### src/rtl/ln_interp_ctrl.sv
// ln(x) sequencer: normalizes an unsigned Q16.16 operand, reads two ln ROM entries and interpolates.
// Define LN_INTERP_ROUND_EN to round the interpolation term half-up instead of flooring it.
module ln_interp_ctrl #(
    parameter logic signed [15:0] LN2_Q   = 16'sd710,
    parameter logic signed [15:0] ERR_VAL = 16'sh8000
) (
    input  logic        clk,
    input  logic        rst,
    input  logic        in_valid,
    output logic        in_ready,
    input  logic [31:0] in_x,
    output logic [9:0]  rom_addr,
    input  logic [15:0] rom_data,
    output logic        out_valid,
    input  logic        out_ready,
    output logic [15:0] out_ln,
    output logic        out_err
);

    typedef enum logic [2:0] {
        StIdle,
        StNorm,
        StRd0,
        StRd1,
        StCalc,
        StDone
    } state_e;

    state_e             state_q, state_d;
    logic [31:0]        x_q, x_d;
    logic signed [5:0]  exp_q, exp_d;
    logic [8:0]         idx_q, idx_d;
    logic [9:0]         frac_q, frac_d;
    logic signed [15:0] y0_q, y0_d;
    logic signed [15:0] y1_q, y1_d;
    logic [9:0]         rom_addr_q, rom_addr_d;
    logic [15:0]        out_ln_q, out_ln_d;
    logic               out_err_q, out_err_d;

    logic [4:0]         lead_pos;
    logic [4:0]         shift_amt;
    logic [31:0]        mant;
    logic signed [16:0] diff;
    logic signed [27:0] prod;
    logic signed [27:0] interp;
    logic signed [31:0] ln_sum;
    logic               unused_bits;

    always_comb begin
        lead_pos = 5'd0;
        for (int i = 0; i < 32; i++) begin
            if (x_q[i]) begin
                lead_pos = 5'(i);
            end
        end
        shift_amt = 5'd31 - lead_pos;
        mant      = x_q << shift_amt;
    end

    always_comb begin
        diff = {y1_q[15], y1_q} - {y0_q[15], y0_q};
        prod = 28'(diff) * 28'($signed({1'b0, frac_q}));
`ifdef LN_INTERP_ROUND_EN
        interp = (prod + 28'sd512) >>> 10;
`else
        interp = prod >>> 10;
`endif
        // Exponent term is at most 11360 in magnitude, so the 16-bit result never wraps.
        ln_sum = 32'(exp_q) * 32'(LN2_Q) + 32'(y0_q) + 32'(interp);
    end

    assign unused_bits = ^{mant[31], mant[11:0], ln_sum[31:16]};

    always_comb begin
        state_d    = state_q;
        x_d        = x_q;
        exp_d      = exp_q;
        idx_d      = idx_q;
        frac_d     = frac_q;
        y0_d       = y0_q;
        y1_d       = y1_q;
        rom_addr_d = rom_addr_q;
        out_ln_d   = out_ln_q;
        out_err_d  = out_err_q;

        unique case (state_q)
            StIdle: begin
                if (in_valid) begin
                    x_d     = in_x;
                    state_d = StNorm;
                end
            end
            StNorm: begin
                if (x_q == 32'd0) begin
                    out_ln_d  = ERR_VAL;
                    out_err_d = 1'b1;
                    state_d   = StDone;
                end else begin
                    exp_d      = $signed({1'b0, lead_pos}) - 6'sd16;
                    idx_d      = mant[30:22];
                    frac_d     = mant[21:12];
                    rom_addr_d = {1'b0, mant[30:22]};
                    state_d    = StRd0;
                end
            end
            StRd0: begin
                y0_d       = rom_data;
                rom_addr_d = {1'b0, idx_q} + 10'd1;
                state_d    = StRd1;
            end
            StRd1: begin
                y1_d    = rom_data;
                state_d = StCalc;
            end
            StCalc: begin
                out_ln_d  = ln_sum[15:0];
                out_err_d = 1'b0;
                state_d   = StDone;
            end
            StDone: begin
                if (out_ready) begin
                    state_d = StIdle;
                end
            end
            default: state_d = StIdle;
        endcase
    end

    always_ff @(posedge clk) begin
        if (rst) begin
            state_q    <= StIdle;
            x_q        <= '0;
            exp_q      <= '0;
            idx_q      <= '0;
            frac_q     <= '0;
            y0_q       <= '0;
            y1_q       <= '0;
            rom_addr_q <= '0;
            out_ln_q   <= '0;
            out_err_q  <= 1'b0;
        end else begin
            state_q    <= state_d;
            x_q        <= x_d;
            exp_q      <= exp_d;
            idx_q      <= idx_d;
            frac_q     <= frac_d;
            y0_q       <= y0_d;
            y1_q       <= y1_d;
            rom_addr_q <= rom_addr_d;
            out_ln_q   <= out_ln_d;
            out_err_q  <= out_err_d;
        end
    end

    assign in_ready  = (state_q == StIdle);
    assign out_valid = (state_q == StDone);
    assign rom_addr  = rom_addr_q;
    assign out_ln    = out_ln_q;
    assign out_err   = out_err_q;

endmodule

### config.mk
export PLATFORM = sky130hd
export DESIGN_NAME = ln_interp_ctrl
export DESIGN_NICKNAME = d
export VERILOG_FILES = /design/src/rtl/ln_interp_ctrl.sv
export SDC_FILE = /design/constraint.sdc
export NUM_CORES = 1
export LEC_CHECK = 0
export CAP_MARGIN = 5
export CORE_UTILIZATION = 55
export CTS_CLUSTER_DIAMETER = 30
export DETAILED_ROUTE_END_ITERATION = 7
export PLACE_DENSITY = 0.78
export RECOVER_POWER = 25
export SLEW_MARGIN = 5
export SYNTH_ARGS = -nofsm -noshare
export SYNTH_HDL_FRONTEND = slang
export SYNTH_SLANG_ARGS = --single-unit
### constraint.sdc
create_clock -name clk -period 16.9 [get_ports clk]
set_input_delay 1.69 -clock clk [delete_from_list [all_inputs] [get_ports clk]]
set_output_delay 1.69 -clock clk [all_outputs]
set_load 0.1 [all_outputs]
==> results of run 1 <==
worst max path at each step:
stage	to	depth (start not counted)	start
floorplan	out_ln[15]$_SDFFE_PP0P_	40	y0_q[1]$_SDFFE_PP0P_
global placement	out_ln[15]$_SDFFE_PP0P_	38	y0_q[1]$_SDFFE_PP0P_
detailed placement	out_ln[15]$_SDFFE_PP0P_	40	y0_q[1]$_SDFFE_PP0P_
CTS	out_ln[15]$_SDFFE_PP0P_	40	y0_q[1]$_SDFFE_PP0P_
global route	out_ln[15]$_SDFFE_PP0P_	38	y0_q[1]$_SDFFE_PP0P_
finish	out_ln[15]$_SDFFE_PP0P_	40	y0_q[1]$_SDFFE_PP0P_
metrics by stage:
stage / utilization / instance area (µm²) / power, µW / hold slack [ns]
4_1_cts: 0.623 / 15800 / 2700 / 0.454
3_5_place_dp: 0.601 / 15200 / 2320 / 0.447
6_report: 0.623 / 15800 / 2720 / 0.455
2_1_floorplan: - / 14300 / 1830 / 0.436
5_1_grt: 0.623 / 15800 / 2960 / 0.474
3_3_place_gp: 0.601 / 15200 / 2270 / 0.441
cells by family (layout without fill, tap and decap cells):
group / Yosys count / in the layout / synth area share
mux: 70 / 70 / 0.0501
compound gates: 286 / 286 / 0.125
xor+xnor: 65 / 65 / 0.0399
buf+inv: 330 / 377 / 0.0900
fa+ha+maj: 285 / 285 / 0.337
simple gates: 586 / 586 / 0.192
flops: 118 / 118 / 0.166
cell type report:
class / instances / area [µm²] / area share
clock buffer: 19 / 453 / 0.0287
multi-input combinational: 1292 / 10600 / 0.673
inverter: 259 / 972 / 0.0616
tap: 330 / 413 / 0.0262
timing repair buffer: 86 / 836 / 0.0530
clock inverter: 13 / 124 / 0.00785
sequential: 118 / 2360 / 0.150
layout by cell type, fill, tap and decap left out, types with 36 or more instances in the layout:
cell               n
nand2_1          270
a21oi_1          129
xnor2_1           42
and2_1            76
ha_1             120
fa_1             165
nor2_1            93
o21ai_0           36
clkdlybuf4s50_1   79
dfxtp_1          118
mux2i_1           68
inv_1            259
registers in the layout, indices dropped and copies added, names as in the netlist:
name / count
frac_q: 10
x_q: 32
out_ln: 16
y1_q: 16
state_q: 3
out_err: 1
exp_q: 5
y0_q: 16
rom_addr: 10
idx_q: 9
worst reg2reg max path, delay by kind of cell (launching register included):
kind	cells	cell delay [ns]
AOI/OAI and AO/OA	14	2.63
xor gates and xnor gates	5	1.47
adders and majority gates	9	3.87
buffers and inverters	5	0.32
DFF	1	0.38
and+or+nand+nor	7	1.13
cells in the mapped netlist (3+ instances only):
master      n
o211ai_1    9
o21ai_0    36
nand3b_1    8
clkbuf_1   60
a211o_1     4
a21oi_1   129
nor3_1     22
nand4_1     4
o21bai_1    4
buf_2       5
nor4_1      9
a221oi_1    5
dfxtp_1   118
nand2b_1   16
a21o_1     14
and2_1     76
fa_1      165
o21a_1      4
xnor2_1    42
or3_1      10
xor2_1     23
and3_1      5
o31ai_1     5
a22oi_1    19
a31oi_1     8
buf_4       3
nand3_1    27
mux2i_1    68
or2_2       5
a211oi_1   15
inv_1     259
ha_1      120
nor2_1     92
nor2b_1    27
and3b_1     6
nand2_1   270
o22ai_1     8
where the power goes:
| group | switching, µW | total (µW) | internal, µW | leakage (µW) |
|---|---|---|---|---|
| clock | 146 | 357 | 211 | 0.000276 |
| sequential | 64.6 | 379 | 314 | 0.000960 |
| combinational | 1220 | 1980 | 766 | 0.00613 |
metal layers:
layer  track usage  up-vias  share of wire
met5             0        -              0
met4        0.0977        0          0.025
met3        0.0390       72          0.064
met2         0.467      451           0.47
met1         0.402     5862           0.45
li1              -     5715              -
==> out/qor.yml, run 1 <==
status: "complete, but fails checks"
violations: "capacitance limit, slew limit"
rr_worst_depth: 40
clkSinkCount: 118
die_h_um: 163
wl_mm: 36.5
cts_root_buffer: "clkbuf_16"
cts_buffers: 17
critPathArrivalTime_ns: 10.21
cts_tree: "yes"
drive_gt1_frac: 0.0285
gp_congestion: 0.907
vias_per_cell: 5.72
layout.nets: 2111
cts_buffer_depth: 2
fin_cells: 2117
worstSetupPathType: "reg2reg"
synth_area_um2: 14300
chipWidth_um: 163
nFillCells: 2175
cts_resized: 0
whs_path_depth: 2
dp_slack_ns: 7.01
hold_viol_final: 0
clk-insertion-delay-late_ns: 0.42
path_clk_slew_ns: 0.06
power-per-cell-area_nw_per_um2: 172
place_hpwl_mm: 28.7
final_max_slew_viol_count: 120
crit_buf_inv: 5
cp_slowest_cell: "xor2_1"
synth_edf_count: 0
tns_ns: 0
avgRoutedWirePerCell_um: 17.2
ys_warn_count: 0
gr-total-overflow: 0
cts_hold_buf: 0
grt_pass1_wl_mm: 61.2
ios: 81
grt.total_usage: 0.290
slew-limit-headroom: -0.894
grt_max_degree: 66
synth_nets: 2077
critPathMaxStageDelay_ns: 0.67
firstDrtPassIters: 6
min_to: "y0_q[8]$_SDFFE_PP0P_"
rr_startpoint: "y0_q[1]$_SDFFE_PP0P_"
yosysUniqueCellTypes: 68
maxCapViolations: 2
finalSetupViolCount: 0
synth_area_leaders: "fa_1, dfxtp_1, ha_1"
synth_ff_type: "dfxtp_1"
core.rowCount: 58
netlist_instances: 1740
crit_required_ns: 17.05
r2r_slack_ns: 6.84
synth_top_area_share: 0.232
fin_crit_ns: 10.06
htree_num_levels: 4
hp-start: "y0_q[8]$_SDFFE_PP0P_"
max_freq_ghz: 0.0994
antenna_cells: 0
vdd_drop_max_v: 0.0000919
tightest_slew_ns: 2.84
antenna_left: 0
drt_iter0_markers: 986
initial_core_util: 0.563
cts_setup_buffers: 0
portBuffers: 80
hold_path_class: "reg2reg"
cp_max_fo: 10
post-synth-top-area-cell: "fa_1"
ys_async_sr_fraction: 0
clock_skew_ns: 0.0108
setup.worst_path.end_class: "flop"
cp_top_family: "adder cells"
grt_pass1_vias: 12200
timing.rr.end: "out_ln[15]$_SDFFE_PP0P_"
ys_seq_area_frac: 0.166
areaGrowthSynthToFinish_pct: 10.7
synth_seq_cells: 118
core_area_um2: 25300
p_leak_uw: 0.00737
period_share: 0.595
dp_cells: 2085
crit_path_frequent_cell: "fa_1"
crit_path_start_kind: "flop"
antenna_found_initial: 0
synth_area_per_cell_um2: 8.19
via_count: 12100
drc: 0
rsz0062_at_grt: "false"
layout_setup_ws_ns: 6.84
fp.dieArea_um2: 26600
Power figures use the tool's default switching activity.
==> run 2, diff against run 1 <==
- PLACE_DENSITY: 0.78 -> 0.81
- clock period: 16.9 -> 9.1 ns (I/O delays scaled with it)
==> run 2 against run 1 <==
  * The run still ends with capacitance limit, slew limit left
  * Flip-flop and latch count unchanged
  * Critical path depth is 2 higher
  * Clock power rose by 78%
  * Via count increased by 5.2%
  * Worst hold slack gained 0.00084 ns
  * Routed wire length up 9.0%
  * Setup slack got worse by 6.8 ns
  * Total power up 110%
  * Die area unchanged
  * Utilization up 3.9 points
  * Count of clock-buffer cells in the layout is 2 lower
  * Clock skew fell by 0.0032 ns
  * Critical endpoint unchanged
  * Largest power group unchanged
  * Highest routed layer unchanged
==> out/qor.yml, run 2 (same netlist as run 1, synthesis figures left out) <==
fp.dieArea_um2: 26600  # unchanged
rr_startpoint: "y0_q[1]$_SDFFE_PP0P_"
fin_util: 0.662  # +0.0393
netSwitchingPower_uw: 2920  # +100%
grt.total_usage: 0.297  # +0.00671
path_clk_slew_ns: 0.06  # about the same
antenna_found_initial: 1  # +1
place_hpwl_mm: 29.2  # +1.7%
cp_slowest_cell: "fa_1"
largest_reg_flops: 32  # unchanged
ff_latch_area_um2: 2370  # +0.21%
ios: 81  # unchanged
whs_path_depth: 2  # unchanged
hp-start: "out_ln[5]$_SDFFE_PP0P_"
rr_worst_depth: 42  # +5.0%
portBuffers: 80  # unchanged
violations: "capacitance limit, slew limit"
cp_max_fo: 3  # -7
antenna_left: 0  # unchanged
finalSetupViolCount: 0  # unchanged
crit_path_start_kind: "flop"
hold_path_class: "reg2reg"
crit_required_ns: 9.43  # -7.62 ns
vias_per_cell: 5.81  # +1.7%
hold_viol_final: 0  # unchanged
critPathArrivalTime_ns: 9.37  # -0.84 ns
critPathMaxStageDelay_ns: 0.58  # -0.09 ns
clkSinkCount: 118  # unchanged
largest_register: "x_q"
cp_top_family: "adder cells"
core.rowCount: 58  # unchanged
layout_commonest_cell: "nand2_1"
final_cell_mix: "nand2_1, inv_1, fa_1"
areaGrowthSynthToFinish_pct: 17.7
core_area_um2: 25300  # unchanged
gp_congestion: 0.901  # -0.64%
crit_path_frequent_cell: "xnor2_1"
cts_root_buffer: "clkbuf_16"
grt_pass1_vias: 12400  # +1.7%
timing.rr.end: "out_ln[15]$_SDFFE_PP0P_"
cts_hold_buf: 0  # unchanged
grt_max_degree: 61  # -7.6%
rsz0062_at_grt: "true"
setup.worst_path.end_class: "flop"
avgRoutedWirePerCell_um: 18.2  # +5.4%
p_int_uw: 2850  # +120%
fin_area_um2: 16800  # +6.3%
r2r_slack_ns: 0.06  # -6.78 ns
status: "complete, but fails checks"
dp_cells: 2119  # +1.6%
cts_buffer_depth: 2  # unchanged
crit_buf_inv: 7  # +2
drc: 0  # unchanged
power_frac_seq: 0.121  # -0.018
initial_core_util: 0.563  # unchanged
p_comb_frac: 0.769  # +0.040
maxCapViolations: 1  # -1
fin_crit_ns: 9.04  # -1.02 ns
nFillCells: 1924  # -12%
tightest_slew_ns: 2.64  # -0.203 ns
min_to: "out_ln[5]$_SDFFE_PP0P_"
worstSetupPathType: "reg2reg"
clk-insertion-delay-late_ns: 0.42  # about the same
die_h_um: 163  # unchanged
dpl-instance-area_um2: 15500  # +1.7%
clock_skew_ns: 0.00754  # -0.00322 ns
max_freq_ghz: 0.111  # +11%
final_max_slew_viol_count: 61  # -49%
gr-total-overflow: 0  # unchanged
grt_pass1_wl_mm: 62.1  # +1.4%
htree_num_levels: 4  # unchanged
firstDrtPassIters: 5  # -1
period_share: 0.994  # +0.399
p_clk_frac: 0.110  # -0.021
multi_input_area_um2: 11000  # +4.0%
slew-limit-headroom: -0.758  # +0.135
layout.nets: 2183  # +3.4%
vdd_drop_max_v: 0.000248  # +170%
power-per-cell-area_nw_per_um2: 344  # +100%
chipWidth_um: 163  # unchanged
via_count: 12700  # +5.2%
cts_buffers: 17  # unchanged
cts_tree: "yes"
drt_iter0_markers: 1047  # +6.2%
p_sw_frac: 0.506  # -0.0194
p_leak_uw: 0.00781  # +6.0%
drive_gt1_frac: 0.111  # +0.0823
fin_cells: 2190  # +3.4%
wl_mm: 39.8  # +9.0%
==> run 2: cell type report <==
class | instances | area share
Sequential cell | 118 | 0.141
Inverter | 259 | 0.0580
Clock buffer | 17 | 0.0254
Tap cell | 330 | 0.0246
Timing Repair Buffer | 158 | 0.0844
Clock inverter | 15 | 0.00783
Antenna cell | 1 | 0.000149
Multi-Input combinational cell | 1292 | 0.659
==> run 2: what timing repair did <==
| action | CTS | global route |
|---|---|---|
| gates resized for setup | 9 | 96 |
| setup endpoints to repair | 4 | 9 |
| buffers inserted | 5 | 33 |
| pin swaps | 7 | 95 |
==> run 2: worst reg2reg max path, delay by kind of cell (launching register included) <==
family / cells / cell delay [ns]
fa+ha+maj: 8 / 3.39
simple gates: 6 / 0.81
buf+inv: 7 / 0.69
compound gates: 12 / 2.37
flops: 1 / 0.34
xor+xnor: 9 / 1.36
==> run 2: through the flow <==
step / power, µW / hold WS, ns / setup slack [ns] / TNS, ns
after detailed placement: 4520 / 0.447 / -0.172 / -0.257
after global routing: 6230 / 0.477 / -0.335 / -0.625
after floorplan: 3400 / 0.436 / 0.150 / 0
after global placement: 4420 / 0.441 / 0.0621 / 0
after CTS: 5260 / 0.454 / 0.00629 / 0
final: 5780 / 0.456 / 0.0584 / 0
==> run 2: worst max path at each step <==
stage / from / slack (ns) / endpoint / depth (start not counted)
after CTS: y1_q[0]$_SDFFE_PP0N_ / 0.006 / out_ln[15]$_SDFFE_PP0P_ / 38
after floorplan: y0_q[1]$_SDFFE_PP0P_ / 0.15 / out_ln[15]$_SDFFE_PP0P_ / 40
final: y0_q[1]$_SDFFE_PP0P_ / 0.06 / out_ln[15]$_SDFFE_PP0P_ / 42
after global placement: y0_q[1]$_SDFFE_PP0P_ / 0.06 / out_ln[15]$_SDFFE_PP0P_ / 41
after global routing: y1_q[0]$_SDFFE_PP0N_ / -0.33 / out_ln[15]$_SDFFE_PP0P_ / 43
after detailed placement: y0_q[2]$_SDFFE_PP0P_ / -0.17 / out_ln[15]$_SDFFE_PP0P_ / 40
==> run 2: routing by layer <==
metal / share of wire / vias up / global-route usage / wire (µm)
met4: 0.037 / 0 / 0.111 / 1460
met1: 0.41 / 6189 / 0.400 / 16400
met2: 0.47 / 542 / 0.470 / 18700
li1: - / 5872 / - / -
met3: 0.080 / 122 / 0.0611 / 3190
met5: 0 / - / 0 / 0
==> run 2: power groups by stage <==
stage	Clock, µW	Sequential (µW)	Combinational [µW]
after detailed placement	0	702	3820
after CTS	641	692	3920
final	636	700	4440
after global placement	0	699	3720
after global routing	664	710	4850
after floorplan	0	757	2650
